<file path="src/rtl/idu_pkg.sv">
// idu_pkg: opcodes, micro-op types and access-mask constants shared by the decode stage
package idu_pkg;

  localparam logic [6:0] OP_LUI    = 7'b0110111;
  localparam logic [6:0] OP_AUIPC  = 7'b0010111;
  localparam logic [6:0] OP_JAL    = 7'b1101111;
  localparam logic [6:0] OP_JALR   = 7'b1100111;
  localparam logic [6:0] OP_BRANCH = 7'b1100011;
  localparam logic [6:0] OP_LOAD   = 7'b0000011;
  localparam logic [6:0] OP_STORE  = 7'b0100011;
  localparam logic [6:0] OP_IMM    = 7'b0010011;
  localparam logic [6:0] OP_IMM32  = 7'b0011011;
  localparam logic [6:0] OP_REG    = 7'b0110011;
  localparam logic [6:0] OP_REG32  = 7'b0111011;
  localparam logic [6:0] OP_SYSTEM = 7'b1110011;

  typedef logic [7:0] mask_t;

  localparam mask_t MASK_BYTE   = 8'h01;
  localparam mask_t MASK_HALF   = 8'h03;
  localparam mask_t MASK_WORD   = 8'h0f;
  localparam mask_t MASK_DOUBLE = 8'hff;

  typedef struct packed {
    logic add, sub, sll, slt, sltu, xor_op, srl, sra, or_op, and_op;
    logic lui, auipc, jal, jalr;
    logic mul, mulh, mulhsu, mulhu, div, divu, rem, remu;
    logic csrrw, csrrs, ecall, mret;
  } alu_op_t;

  typedef struct packed {
    logic beq, bne, blt, bge, bltu, bgeu;
  } branch_op_t;

  typedef struct packed {
    logic lb, lh, lw, ld, lbu, lhu, lwu;
  } load_op_t;

  typedef struct packed {
    logic sb, sh, sw, sd;
  } store_op_t;

  // imm and pc are carried at 64 bits; at XLEN=32 the upper half is zero
  typedef struct packed {
    alu_op_t    alu;
    branch_op_t branch;
    load_op_t   load;
    store_op_t  store;
    logic [4:0]  rd;
    logic [4:0]  rs1;
    logic [4:0]  rs2;
    logic [63:0] imm;
    logic [63:0] pc;
    logic        wen_reg;
    logic        wen_csr;
    logic        ren_mem;
    logic        wen_mem;
    mask_t       mask;
    logic        load_signed;
    logic        is_word;
    logic        illegal;
  } uop_t;

endpackage

</file>
<file path="src/rtl/idu_decode.sv">
// idu_decode: combinational instruction word to micro-op decode (pc left zero)
module idu_decode
  import idu_pkg::*;
#(
  parameter int XLEN  = 64,
  parameter bit HAS_M = 1'b1
) (
  input  logic [31:0] inst,
  output uop_t        uop
);

  localparam bit RV64 = (XLEN == 64);

  logic [6:0]  opc, f7;
  logic [2:0]  f3;
  logic [7:0]  f3h;
  logic        f7z, f7s, f7m, sh_ok, sra_ok, m_ok, legal;
  logic [63:0] imm_i, imm_s, imm_b, imm_u, imm_j, imm64;
  alu_op_t     a;
  branch_op_t  b;
  load_op_t    l;
  store_op_t   s;

  assign opc    = inst[6:0];
  assign f3     = inst[14:12];
  assign f7     = inst[31:25];
  assign f3h    = 8'b1 << f3;
  assign f7z    = (f7 == 7'h00);
  assign f7s    = (f7 == 7'h20);
  assign f7m    = (f7 == 7'h01);
  assign m_ok   = HAS_M & f7m;
  assign sh_ok  = RV64 ? (f7[6:1] == 6'b000000) : f7z;
  assign sra_ok = RV64 ? (f7[6:1] == 6'b010000) : f7s;
  assign imm_i  = {{52{inst[31]}}, inst[31:20]};
  assign imm_s  = {{52{inst[31]}}, inst[31:25], inst[11:7]};
  assign imm_b  = {{52{inst[31]}}, inst[7], inst[30:25], inst[11:8], 1'b0};
  assign imm_u  = {{32{inst[31]}}, inst[31:12], 12'b0};
  assign imm_j  = {{44{inst[31]}}, inst[19:12], inst[20], inst[30:21], 1'b0};

  // opcode/funct decode into one-hots; anything left all-zero is illegal
  always_comb begin
    a = '0;
    b = '0;
    l = '0;
    s = '0;
    imm64 = '0;
    case (opc)
      OP_LUI:    begin a.lui = 1'b1; imm64 = imm_u; end
      OP_AUIPC:  begin a.auipc = 1'b1; imm64 = imm_u; end
      OP_JAL:    begin a.jal = 1'b1; imm64 = imm_j; end
      OP_JALR:   begin a.jalr = f3h[0]; imm64 = imm_i; end
      OP_BRANCH: begin
        imm64 = imm_b;
        b = '{beq: f3h[0], bne: f3h[1], blt: f3h[4], bge: f3h[5], bltu: f3h[6], bgeu: f3h[7]};
      end
      OP_LOAD:   begin
        imm64 = imm_i;
        l = '{lb: f3h[0], lh: f3h[1], lw: f3h[2], ld: RV64 & f3h[3], lbu: f3h[4], lhu: f3h[5], lwu: RV64 & f3h[6]};
      end
      OP_STORE:  begin
        imm64 = imm_s;
        s = '{sb: f3h[0], sh: f3h[1], sw: f3h[2], sd: RV64 & f3h[3]};
      end
      OP_IMM:    begin
        imm64 = imm_i;
        a.add = f3h[0];
        a.sll = f3h[1] & sh_ok;
        a.slt = f3h[2];
        a.sltu = f3h[3];
        a.xor_op = f3h[4];
        a.srl = f3h[5] & sh_ok;
        a.sra = f3h[5] & sra_ok;
        a.or_op = f3h[6];
        a.and_op = f3h[7];
      end
      OP_IMM32:  begin
        imm64 = imm_i;
        a.add = RV64 & f3h[0];
        a.sll = RV64 & f3h[1] & f7z;
        a.srl = RV64 & f3h[5] & f7z;
        a.sra = RV64 & f3h[5] & f7s;
      end
      OP_REG:    begin
        a.add = f7z & f3h[0];
        a.sub = f7s & f3h[0];
        a.sll = f7z & f3h[1];
        a.slt = f7z & f3h[2];
        a.sltu = f7z & f3h[3];
        a.xor_op = f7z & f3h[4];
        a.srl = f7z & f3h[5];
        a.sra = f7s & f3h[5];
        a.or_op = f7z & f3h[6];
        a.and_op = f7z & f3h[7];
        a.mul = m_ok & f3h[0];
        a.mulh = m_ok & f3h[1];
        a.mulhsu = m_ok & f3h[2];
        a.mulhu = m_ok & f3h[3];
        a.div = m_ok & f3h[4];
        a.divu = m_ok & f3h[5];
        a.rem = m_ok & f3h[6];
        a.remu = m_ok & f3h[7];
      end
      OP_REG32:  begin
        a.add = RV64 & f7z & f3h[0];
        a.sub = RV64 & f7s & f3h[0];
        a.sll = RV64 & f7z & f3h[1];
        a.srl = RV64 & f7z & f3h[5];
        a.sra = RV64 & f7s & f3h[5];
        a.mul = RV64 & m_ok & f3h[0];
        a.div = RV64 & m_ok & f3h[4];
        a.divu = RV64 & m_ok & f3h[5];
        a.rem = RV64 & m_ok & f3h[6];
        a.remu = RV64 & m_ok & f3h[7];
      end
      OP_SYSTEM: begin
        imm64 = imm_i;
        a.ecall = (inst == 32'h0000_0073);
        a.mret = (inst == 32'h3020_0073);
        a.csrrw = f3h[1];
        a.csrrs = f3h[2];
      end
      default: ;
    endcase
  end

  assign legal = |{a, b, l, s};

  // assemble the packet and derive enables, mask and flags from the one-hots
  always_comb begin
    uop = '0;
    uop.alu = a;
    uop.branch = b;
    uop.load = l;
    uop.store = s;
    uop.rd = inst[11:7];
    uop.rs1 = inst[19:15];
    uop.rs2 = inst[24:20];
    uop.imm = RV64 ? imm64 : {32'b0, imm64[31:0]};
    uop.wen_reg = legal & ~(|b) & ~(|s) & (inst[11:7] != 5'd0);
    uop.wen_csr = a.csrrw | a.csrrs | a.ecall | a.mret;
    uop.ren_mem = |l;
    uop.wen_mem = |s;
    uop.mask = ~(|l | |s) ? '0 : f3[1:0] == 2'd0 ? MASK_BYTE : f3[1:0] == 2'd1 ? MASK_HALF : f3[1:0] == 2'd2 ? MASK_WORD : MASK_DOUBLE;
    uop.load_signed = |l & ~f3[2];
    uop.is_word = legal & ((opc == OP_IMM32) | (opc == OP_REG32));
    uop.illegal = ~legal;
  end

endmodule

</file>
<file path="src/rtl/idu_stage.sv">
// idu_stage: registered decode stage with 2-entry skid buffer, redirect and flush
module idu_stage
  import idu_pkg::*;
#(
  parameter int              XLEN     = 64,
  parameter bit              HAS_M    = 1'b1,
  parameter logic [XLEN-1:0] RESET_PC = '0
) (
  input  logic            clock,
  input  logic            reset_n,
  input  logic            flush_i,
  input  logic            in_valid_i,
  output logic            in_ready_o,
  input  logic [31:0]     inst_i,
  input  logic [XLEN-1:0] pc_i,
  input  logic [XLEN-1:0] src1_i,
  input  logic [XLEN-1:0] csr_data_i,
  output logic            out_valid_o,
  input  logic            out_ready_i,
  output uop_t            out_uop_o,
  output logic            redir_valid_o,
  output logic [XLEN-1:0] redir_pc_o
);

  typedef enum logic [1:0] {EMPTY, ONE, TWO} state_t;

  state_t          state, state_d;
  uop_t            dec, pkt, main_q, skid_q, main_d, skid_d;
  logic            accept, redir_d;
  logic [XLEN-1:0] tgt;

  idu_decode #(.XLEN(XLEN), .HAS_M(HAS_M)) u_dec (.inst(inst_i), .uop(dec));

  assign accept      = in_valid_i & in_ready_o & ~flush_i;
  assign redir_d     = accept & (dec.alu.jalr | dec.alu.ecall | dec.alu.mret);
  assign tgt         = dec.alu.jalr ? (src1_i + dec.imm[XLEN-1:0]) & ~XLEN'(1) : csr_data_i;
  assign out_valid_o = (state != EMPTY);
  assign out_uop_o   = main_q;

  // attach the fetch pc to the decoded packet
  always_comb begin
    pkt = dec;
    pkt.pc = 64'(pc_i);
  end

  // skid FSM: main always feeds EXU, skid only fills when EXU stalls in ONE
  always_comb begin
    state_d = state;
    main_d = main_q;
    skid_d = skid_q;
    case (state)
      EMPTY: if (accept) begin state_d = ONE; main_d = pkt; end
      ONE: begin
        if (accept & out_ready_i) main_d = pkt;
        else if (accept) begin state_d = TWO; skid_d = pkt; end
        else if (out_ready_i) state_d = EMPTY;
      end
      default: if (out_ready_i) begin state_d = ONE; main_d = skid_q; end
    endcase
    if (flush_i) begin
      state_d = EMPTY;
      main_d = '0;
      skid_d = '0;
    end
  end

  // state, buffers, registered ready and the redirect pulse/target
  always_ff @(posedge clock or negedge reset_n) begin
    if (!reset_n) begin
      state <= EMPTY;
      main_q <= '0;
      skid_q <= '0;
      in_ready_o <= 1'b1;
      redir_valid_o <= 1'b0;
      redir_pc_o <= RESET_PC;
    end else begin
      state <= state_d;
      main_q <= main_d;
      skid_q <= skid_d;
      in_ready_o <= (state_d != TWO) & ~redir_d;
      redir_valid_o <= redir_d;
      if (redir_d) redir_pc_o <= tgt;
    end
  end

endmodule
</file>
<file path="config.mk">
export PLATFORM = sky130hd
export DESIGN_NAME = idu_stage
export DESIGN_NICKNAME = d
export VERILOG_FILES = /design/src/rtl/idu_pkg.sv /design/src/rtl/idu_decode.sv /design/src/rtl/idu_stage.sv
export SDC_FILE = /design/constraint.sdc
export NUM_CORES = 1
export LEC_CHECK = 0
export ABC_AREA = 1
export CAP_MARGIN = 10
export CORE_MARGIN = 1
export CORE_UTILIZATION = 56
export CTS_CLUSTER_DIAMETER = 100
export DETAILED_ROUTE_END_ITERATION = 10
export PLACE_DENSITY_LB_ADDON = 0.05
export SYNTH_ARGS = -nofsm -noshare
export SYNTH_HDL_FRONTEND = slang
export SYNTH_SLANG_ARGS = --single-unit
</file>
<file path="constraint.sdc">
create_clock -name clock -period 4.7 [get_ports clock]
set_clock_uncertainty 0.15 [all_clocks]
set_input_delay 0.705 -clock clock [delete_from_list [all_inputs] [get_ports clock]]
set_output_delay 0.705 -clock clock [all_outputs]
set_load 0.05 [all_outputs]
</file>
# Word-level counts from Yosys, hierarchy flattened
# Cells that the tools add are included.
# classes
n_eq_ne	24
n_reduce_logical	20
mux	38
shift	1
bitwise	44
n_addsub	1
# op_table
cell	count
$mux W201	7
$pmux W201 S2	1
$pmux W64 S5	1
$add A64 B64 Y64	1
$mux W64	1
$reduce_or A43 Y1	1
$eq A7 B6 Y1 const B	5
$eq A32 B30 Y1 const B	1
$eq A32 B7 Y1 const B	1
$mux W8	4
$and A1 B1 Y1	31
$eq A7 B7 Y1 const B	4
$eq A7 B5 Y1 const B	3
$mux W2	6
$mux W4	3
$pmux W2 S2	3
$shl A1 B3 Y8 const A	1
$eq A7 B1 Y1 const B	1
$eq A7 B2 Y1 const B	1
$logic_not A7 Y1	1
$mux W7	1
$or A1 B1 Y1	7
$reduce_or A7 Y1	1
$eq A6 B5 Y1 const B	1
other kinds (21)	41
# word_totals
inputBits	229
reg_bits	470

# Depth between registers and ports, before layout
# Gate-level depths: netlist of the first run.
# logic_depth
depth_word	11
mapped_depth	31

# Hierarchy
# Synthesis of the first run repeated with hierarchy kept, for this count alone.
# unflattened
cells_unflattened	4098
hier_area_um2	28802.6
# by_module_without_submodules
module	area_each_um2	n_inst	cells_each	seq_area_each_um2
idu_stage	26521.7	1	3688	11762.5
idu_decode	2280.9	1	410	0.0

# Worst setup path after synthesis of the first run
# No wires, ideal clock.
# synth_timing
kind	in2reg
start	input port inst_i[1]
end	register redir_pc_o[60]
arrival_ns	3.669
stages	25
setup_slack_ns	0.763
cell_sequence	nand2_2 > inv_1 > nand2_1 > a21oi_2 > nor2_2 > o21bai_2 > nand2_1 > fa_1 > nand3b_1 > nand2_1 > a21oi_1 > o21ai_0 > nand2_1 > o211ai_1 > nand2_1 > nand2_1 > nand3_1 > nor2_1 > nand2_1 > nand3_2 > nand2_1 > nand3_1 > nand3_1 > nand2_1 > nand2_1
# synth_via
elab_chain_len	5
elab_cells_between_ends	22
# synth_rtl
item	line	rtl
from (decl)	idu_stage.sv:14	input logic [31:0] inst_i,
$eq A7 B2 Y1 (tied with other cells)	idu_decode.sv:47	case (opc)
$reduce_or A5 Y1 (no source line) (tied with other cells)	n/a	
$pmux W64 S5 / $or A1 B1 Y1 (equally long branches)	idu_decode.sv:47, idu_stage.sv:35	
$add A64 B64 Y64 / $or A1 B1 Y1 (equally long branches)	idu_stage.sv:36, idu_stage.sv:35	
$mux W64 / $and A1 B1 Y1 (equally long branches)	idu_stage.sv:36, idu_stage.sv:35	
to (signal assigned)	idu_stage.sv:82	if (redir_d) redir_pc_o <= tgt;
to (decl)	idu_stage.sv:22	output logic [XLEN-1:0] redir_pc_o
# Several ways; a longest one is shown, not always the timed one.
# A chain may end at the register's enable or synchronous reset.

# Worst setup path in the final report of the first run
# layout_timing
start	input port inst_i[2]
end	register redir_pc_o[33]
# Same word-level chain as after synthesis.

==> metrics.md, run 1 <==
| Metric | Value |
|---|---|
| Status | completed |
| Reg2reg start | state[1]$_DFF_PN0_ |
| Die ar. | around 0.04 mm^2 |
| Routed Antenna Nets | 0 |
| LEAKAGE | between 0.01 and 0.015 uW |
| CTS Root Cell | clkbuf_16 |
| Synth Register Bits | 398 |
| Port bufs | 496 |
| CTS tree | yes |
| Reg power frac | 0.405 |
| YS warnings | 0 |
| Syn_nets | 3,315 |
| DR DRC count | 0 |
| Synth top cells by count | nand2_1 (843), o21ai_0 (518), dfrtp_1 (397) |
| Cell with the most instances after synthesis | nand2_1 |
| Seq/Total Area, Yosys | 0.441 |
| Cell area after synthesis | 0.0226 mm^2 |
| P&R area growth vs syn | 32.7% |
| Count of different cell masters after synthesis | 51 |
| Worst EP required | 5010 ps |
| CP max stage cell | clkdlybuf4s50_1 |
| Fin cells | 4,111 |
| Total track usage | 0.398 |
| CTS max path bufs | 3 |
| PwrDens | 304 mW/mm^2 |
| P_sw | 2790 uW |
| Antenna violations before repair | 8 |
| Clk slew on worst S/H paths | 60 ps |
| Largest net degree at the start of global routing | 166 |
| Crit-path max cell delay | 530 ps |
| Final period util | 0.932 |
| Post-DR vias/cell | 5.79 |
| Crit-path max FO | 4 |
| VDD IR max | 303 uV |
| Setup crit end kind | flop |
| Worst R2R End | skid_q[45]$_DFFE_PN0P_ |
| Ranking of synthesized cells by area | dfrtp_1 (44%), nand2_1 (14%), o21ai_0 (11%), inv_1 (5.4%), nor2_1 (3.6%) |
| Synth async-reset ratio | 1.00 |
| Vias in the first global route | between 20,000 and 25,000 |
| Detailed-route wire length | 83.5 mm |
| Worst EP arrival | 4690 ps |
| R2R depth | 11 |
| R2R Setup Slk | 1470 ps |
| Multi-input gate area | 0.0106 mm^2 |
| Post-synth top area cell | dfrtp_1 |
| H-tree Lvls | 2 |
| FILL cells | 2,952 |
| Share of layout cells above drive strength 1 | 0.0875 |
| Die height | 203 um |
| GP Congestion | 1.05 |
| Row count | 73 |
| CP Launch Type | primary input |
| Register area | 0.00996 mm^2 |
| Number of synthesized flops with an enable pin | 0 |
| DR iter-0 viols | 2,781 |
| Starting Density | 0.569 |
| Clock power share | 0.396 |
| Rel. slew slack | 0.214 |
| Total core area | 0.0397 mm^2 |
| Main flop type after synthesis | dfrtp_1 |
| I/O Pins | 497 |
| Max Slew Vio Count | 0 |
| Final setup viols | 0 |
| Worst-skew pair later-pin latency | 600 ps |
| P_int | 6340 uW |
| Hold WC Path Type | in -> async |
| Nets | 3,804 |
| Num CTS Buffers | 42 |
| Die W | 203 um |
| Final Hold Fails | 0 |
| Fin crit period | 4380 ps |
| Combinational share of power | 0.198 |
| Area share of the largest cell type after synthesis | 0.440 |
| Worst-Margin Slew | ~1200 ps |
| Placed Cells | 4,025 |
| Cts-stage hold buffer count | 0 |
| Kind of critical path | in -> reg |
| Max Clk Rate | approximately 230 MHz |
| Post-synthesis cell count | 3,055 |
| Grt ovf | 0 |
| Pre-Repair DR Iteration Count | 6 |
| Sink Count | ~400 |
| Crit-path most repeated cell | nand2_1 |
| Max Cap Viol | 0 |
| Via count | 23,800 |
| Wire per inst | 20.3 um |
| First-pass GRT wire length | 128 mm |
| Setup_tns | 0 ps |
| Synthesized area per cell | about 7.4 um^2 |
| Dpl hpwl | 60.0 mm |
| Sw frac | 0.305 |
## flip-flops by register name, summed over array words and instances, names as in the netlist
signal / cells
out_uop_o: 165
skid_q: 165
redir_valid_o: 1
redir_pc_o: 64
state: 2
in_ready_o: 1
## power by group through the flow
| stage | clock network [uW] | logic, uW | registers [uW] |
|---|---|---|---|
| finish | 3620 | 1810 | 3700 |
| global route | 3770 | 1930 | 3710 |
| CTS | 3640 | 1790 | 3690 |
| detailed placement | 0 | 1770 | 3750 |
| global placement | 0 | 1750 | 3750 |
| floorplan | 0 | 635 | 4070 |
## what timing repair did
item | in CTS | in global routing
resized for setup | 0 | 7
setup endpoints to repair | 0 | 17
buffers inserted | 0 | 0
## cell usage in the layout, fill, tap and decap left out, drive strengths merged, types with 2 or more instances in the layout
| master | count |
|---|---|
| inv | 342 |
| nor3 | 16 |
| a21o | 5 |
| o2111ai | 2 |
| and2 | 10 |
| a21oi | 96 |
| nand3 | 90 |
| a32o | 13 |
| o21a | 23 |
| xnor2 | 11 |
| a221oi | 2 |
| o21bai | 5 |
| dfrtp | 397 |
| clkinv | 9 |
| nor2 | 248 |
| a22o | 17 |
| o211ai | 11 |
| buf | 129 |
| diode | 8 |
| ha | 30 |
| nand4 | 25 |
| nor4 | 6 |
| a31oi | 10 |
| nand3b | 6 |
| o41ai | 25 |
| xor2 | 19 |
| o22ai | 33 |
| or2 | 3 |
| o21ai | 543 |
| clkdlybuf4s50 | 495 |
| clkbuf | 60 |
| bufinv | 6 |
| nand2 | 885 |
## metal layers
metal | up-vias | wire length (um) | global-route usage
met5 | - | 0 | 0
met4 | 0 | 4410 | 0.215
met3 | 233 | 7900 | 0.0685
met2 | 1302 | 38400 | 0.627
met1 | 11400 | 32800 | 0.524
li1 | 10900 | - | -
## metrics by stage
| step | setup WS (ps) | hold slack [ps] | power [uW] | area (um^2) | util |
|---|---|---|---|---|---|
| floorplan | 763 | 259 | 4710 | 22600 | - |
| detailed placement | -228 | 311 | 5530 | 28500 | 0.716 |
| global placement | -124 | 307 | 5490 | 28500 | 0.716 |
| global route | -42.9 | 79.9 | 9400 | 30000 | 0.755 |
| finish | 319 | 4.71 | 9130 | 30000 | 0.755 |
| CTS | 347 | 50.0 | 9120 | 30000 | 0.754 |
## worst max path at each step
stage / startpoint / endpoint / slack, ps / depth (start not counted)
finish: inst_i[2] / redir_pc_o[33]$_DFFE_PN0P_ / 320 / 25
global route: inst_i[2] / redir_pc_o[49]$_DFFE_PN0P_ / -40 / 24
CTS: inst_i[2] / redir_pc_o[33]$_DFFE_PN0P_ / 350 / 25
detailed placement: inst_i[2] / redir_pc_o[57]$_DFFE_PN0P_ / -230 / 26
global placement: inst_i[1] / redir_pc_o[54]$_DFFE_PN0P_ / -120 / 26
floorplan: inst_i[1] / redir_pc_o[60]$_DFFE_PN0P_ / 760 / 25
## cells by family (layout without fill, tap and decap cells)
family          count (synthesis)  in the layout  synth area share
buf+inv                       519           1042            0.0947
compound gates                787            787             0.193
other cells                     0              8                 0
xor+xnor                       30             30            0.0116
simple gates                 1290           1290             0.243
flops                         398            398             0.441
fa+ha+maj                      31             31            0.0175
## final cells by class
type / count / area share
repair buffers: 624 / 0.201
diodes: 8 / 0.000667
clock inverters: 18 / 0.00980
clock buffers: 60 / 0.0400
inverters: 340 / 0.0425
multi-input cells: 2138 / 0.352
flip-flops and latches: 398 / 0.332
well taps: 525 / 0.0219
## worst max-delay path: cells and delay by family
family	cells	cell delay, ps
AND/OR/NAND/NOR	13	1440
adder cells (fa/ha/maj)	1	340
AO/OA/AOI/OAI	4	1030
XOR/XNOR	1	160
buffers and inverters	6	1020
(Power assumes the default switching activity.)
==> run 2, diff against run 1 <==
--- a/config.mk
+++ b/config.mk
@@ -8,8 +8,9 @@
 export ABC_AREA = 1
 export CAP_MARGIN = 10
 export CORE_MARGIN = 1
-export CORE_UTILIZATION = 56
+export CORE_UTILIZATION = 47
 export CTS_CLUSTER_DIAMETER = 100
+export CTS_CLUSTER_SIZE = 16
 export DETAILED_ROUTE_END_ITERATION = 10
 export PLACE_DENSITY_LB_ADDON = 0.05
 export SYNTH_ARGS = -nofsm -noshare
==> constraint.sdc (replaced) <==
create_clock -name clock -period 3.8 [get_ports clock]
set_clock_uncertainty 0.15 [all_clocks]
set_input_delay 0.57 -clock clock [delete_from_list [all_inputs] [get_ports clock]]
set_output_delay 0.57 -clock clock [all_outputs]
set_load 0.05 [all_outputs]
==> metrics.md, run 2 (same netlist as run 1, synthesis figures left out) <==
| Metric | Value |
|---|---|
| Most frequent cells in the layout | nand2_1 (825), o21ai_0 (509), clkdlybuf4s50_1 (487) |
| Fin crit period | 3570 ps |
| DR DRC count | 0 |
| Final period util | 0.939 |
| Largest net degree at the start of global routing | 234 |
| P_int | 6790 uW |
| VDD IR max | between 300 and 400 uV |
| Pre-Repair DR Iteration Count | 6 |
| Via count | about 24,000 |
| Final Hold Fails | 0 |
| I/O Pins | 497 |
| PwrDens | 317 mW/mm^2 |
| Sw frac | 0.324 |
| Max Slew Vio Count | 0 |
| Share of layout cells above drive strength 1 | 0.159 |
| First-pass GRT wire length | 136 mm |
| H-tree Lvls | 1 |
| Grt ovf | 0 |
| R2R Setup Slk | between 900 and 1000 ps |
| Max Cap Viol | 0 |
| Die W | 221 um |
| Fin cells | between 4,000 and 5,000 |
| Crit-path max FO | 6 |
| Sink Count | 398 |
| PnR worst setup slack | between 200 and 250 ps |
| Final setup viols | 0 |
| P&R area growth vs syn | 40.2% |
| Total core area | 0.0470 mm^2 |
| P_sw | about 3300 uW |
| GP Congestion | between 0.9 and 1 |
| Nets | 4,025 |
| Combinational share of power | 0.243 |
| Clk slew on worst S/H paths | 70 ps |
| Worst EP required | 4170 ps |
| Num CTS Buffers | 29 |
| Clock power share | 0.303 |
| Final instance area | 0.0317 mm^2 |
| Worst-skew pair later-pin latency | ~630 ps |
| Hold WS | 331 ps |
| DR iter-0 viols | about 2,400 |
| Routed Antenna Nets | 0 |
| Hold WC Path Type | reg -> reg |
| LEAKAGE | about 0.015 uW |
| Setup crit end kind | flop |
| Kind of critical path | in -> reg |
| Die ar. | 0.0490 mm^2 |
| Total power | 10,000 uW |
| Dpl hpwl | 65.2 mm |
| CTS max path bufs | 3 |
| CTS tree | yes |
| CTS Root Cell | clkbuf_16 |
| Commonest non-fill, non-tap cell in the layout | nand2_1 |
| Placed Cells | around 4,300 |
| Detailed-route wire length | 87.9 mm |
| Antenna violations before repair | 3 |
| Reg power frac | 0.454 |
| Row count | 79 |
| Worst-Margin Slew | 1160 ps |
| Post-DR vias/cell | between 5 and 6 |
| DP Worst Slack | -1040 ps |
| CP Launch Type | primary input |
| Total track usage | 0.352 |
| Starting Density | 0.481 |
| Vias in the first global route | about 24,000 |
| Status | completed |
| Rel. slew slack | 0.229 |
| FILL cells | 4,000 |
| Max Clk Rate | 280 MHz |
| Port bufs | 496 |
| Die height | 221 um |
| Wire per inst | 20.0 um |
| Placed inst area | roughly 0.030 mm^2 |
| Worst EP arrival | 3940 ps |
==> run 2: cell types whose count changed in the layout (fill, tap and decap cells not counted), sizes merged <==
cell / before / now
buf: 129 / 363
dlymetal6s2s: 0 / 2
inv: 342 / 341
clkbuf: 60 / 49
clkinvlp: 1 / 0
diode: 8 / 2
clkdlybuf4s50: 495 / 487
bufinv: 6 / 0
clkinv: 9 / 4
dlygate4sd3: 0 / 1
==> run 2: timing repair <==
| action | in CTS | in global routing |
|---|---|---|
| hold endpoints to repair | 89 | 0 |
| pin swaps | 18 | 26 |
| cloned | 1 | 0 |
| setup buffers | 6 | 9 |
| gates resized for setup | 80 | 52 |
| endpoints found under the setup margin | 40 | 47 |
| hold buffers | 1 | 0 |
==> run 2: layout make-up <==
type	count	area, um^2	share of cell area
timing repair buffer	857	7810	0.247
antenna	2	5.00	0.000158
clock buffer	45	796	0.0251
tap	607	759	0.0240
inverter	340	1280	0.0404
sequential	398	9960	0.315
multi-input combinational	2138	11000	0.348
timing repair inverter	1	3.75	0.000118
clock inverter	4	42.5	0.00134
==> run 2: power groups by stage <==
stage                     sequential [uW]  combinational (uW)  clock [uW]
after detailed placement             4650                2360           0
final                                4560                2440        3040
after global routing                 4590                2590        3230
after CTS                            4560                2400        3080
after floorplan                      5040                 786           0
after global placement               4640                2340           0
==> run 2: critical path: stages <==
cell and delay, ps:
buf_2 140, buf_4 140, nand2_2 70, nor2_4 60, nand2_4 80, inv_1 50, nor2_2 110, nand4_1 200
buf_4 210, inv_2 110, nor2_1 90, ha_1 350, nand2_1 120, nor2_1 150, inv_1 100, nor2_1 160
nand3_1 90, o21ai_1 230, a21o_1 200, nand3_1 110, nand3_2 140, nand2_1 80, nand3b_1 80, nand3_1 120
nand2_1 90, nand2_1 50
==> run 2: per-layer routing <==
metal	GRT usage	up-vias	routed length (um)
met5	0	-	0
met4	0.139	0	3720
met3	0.0467	155	7030
met2	0.566	1098	40100
met1	0.482	11600	37100
li1	-	11300	-
==> run 2: metrics by stage <==
stage,TNS (ps),utilization
finish,0,0.675
global route,-14.2,0.675
CTS,0,0.670
detailed placement,-40990,0.644
global placement,-34660,0.644
floorplan,0,-
==> run 2: path summary, 6_finish.rpt <==
path	from	cells after the start	end
min	out_uop_o[108]$_DFFE_PN0P_	2	out_uop_o[108]$_DFFE_PN0P_
max in group asynchronous	reset_n	3	out_uop_o[69]$_DFFE_PN0P_
max	inst_i[5]	26	redir_pc_o[49]$_DFFE_PN0P_
min in group asynchronous	reset_n	2	out_uop_o[80]$_DFFE_PN0P_
min reg2reg	out_uop_o[108]$_DFFE_PN0P_	2	out_uop_o[108]$_DFFE_PN0P_
max reg2reg	state[1]$_DFF_PN0_	10	skid_q[54]$_DFFE_PN0P_
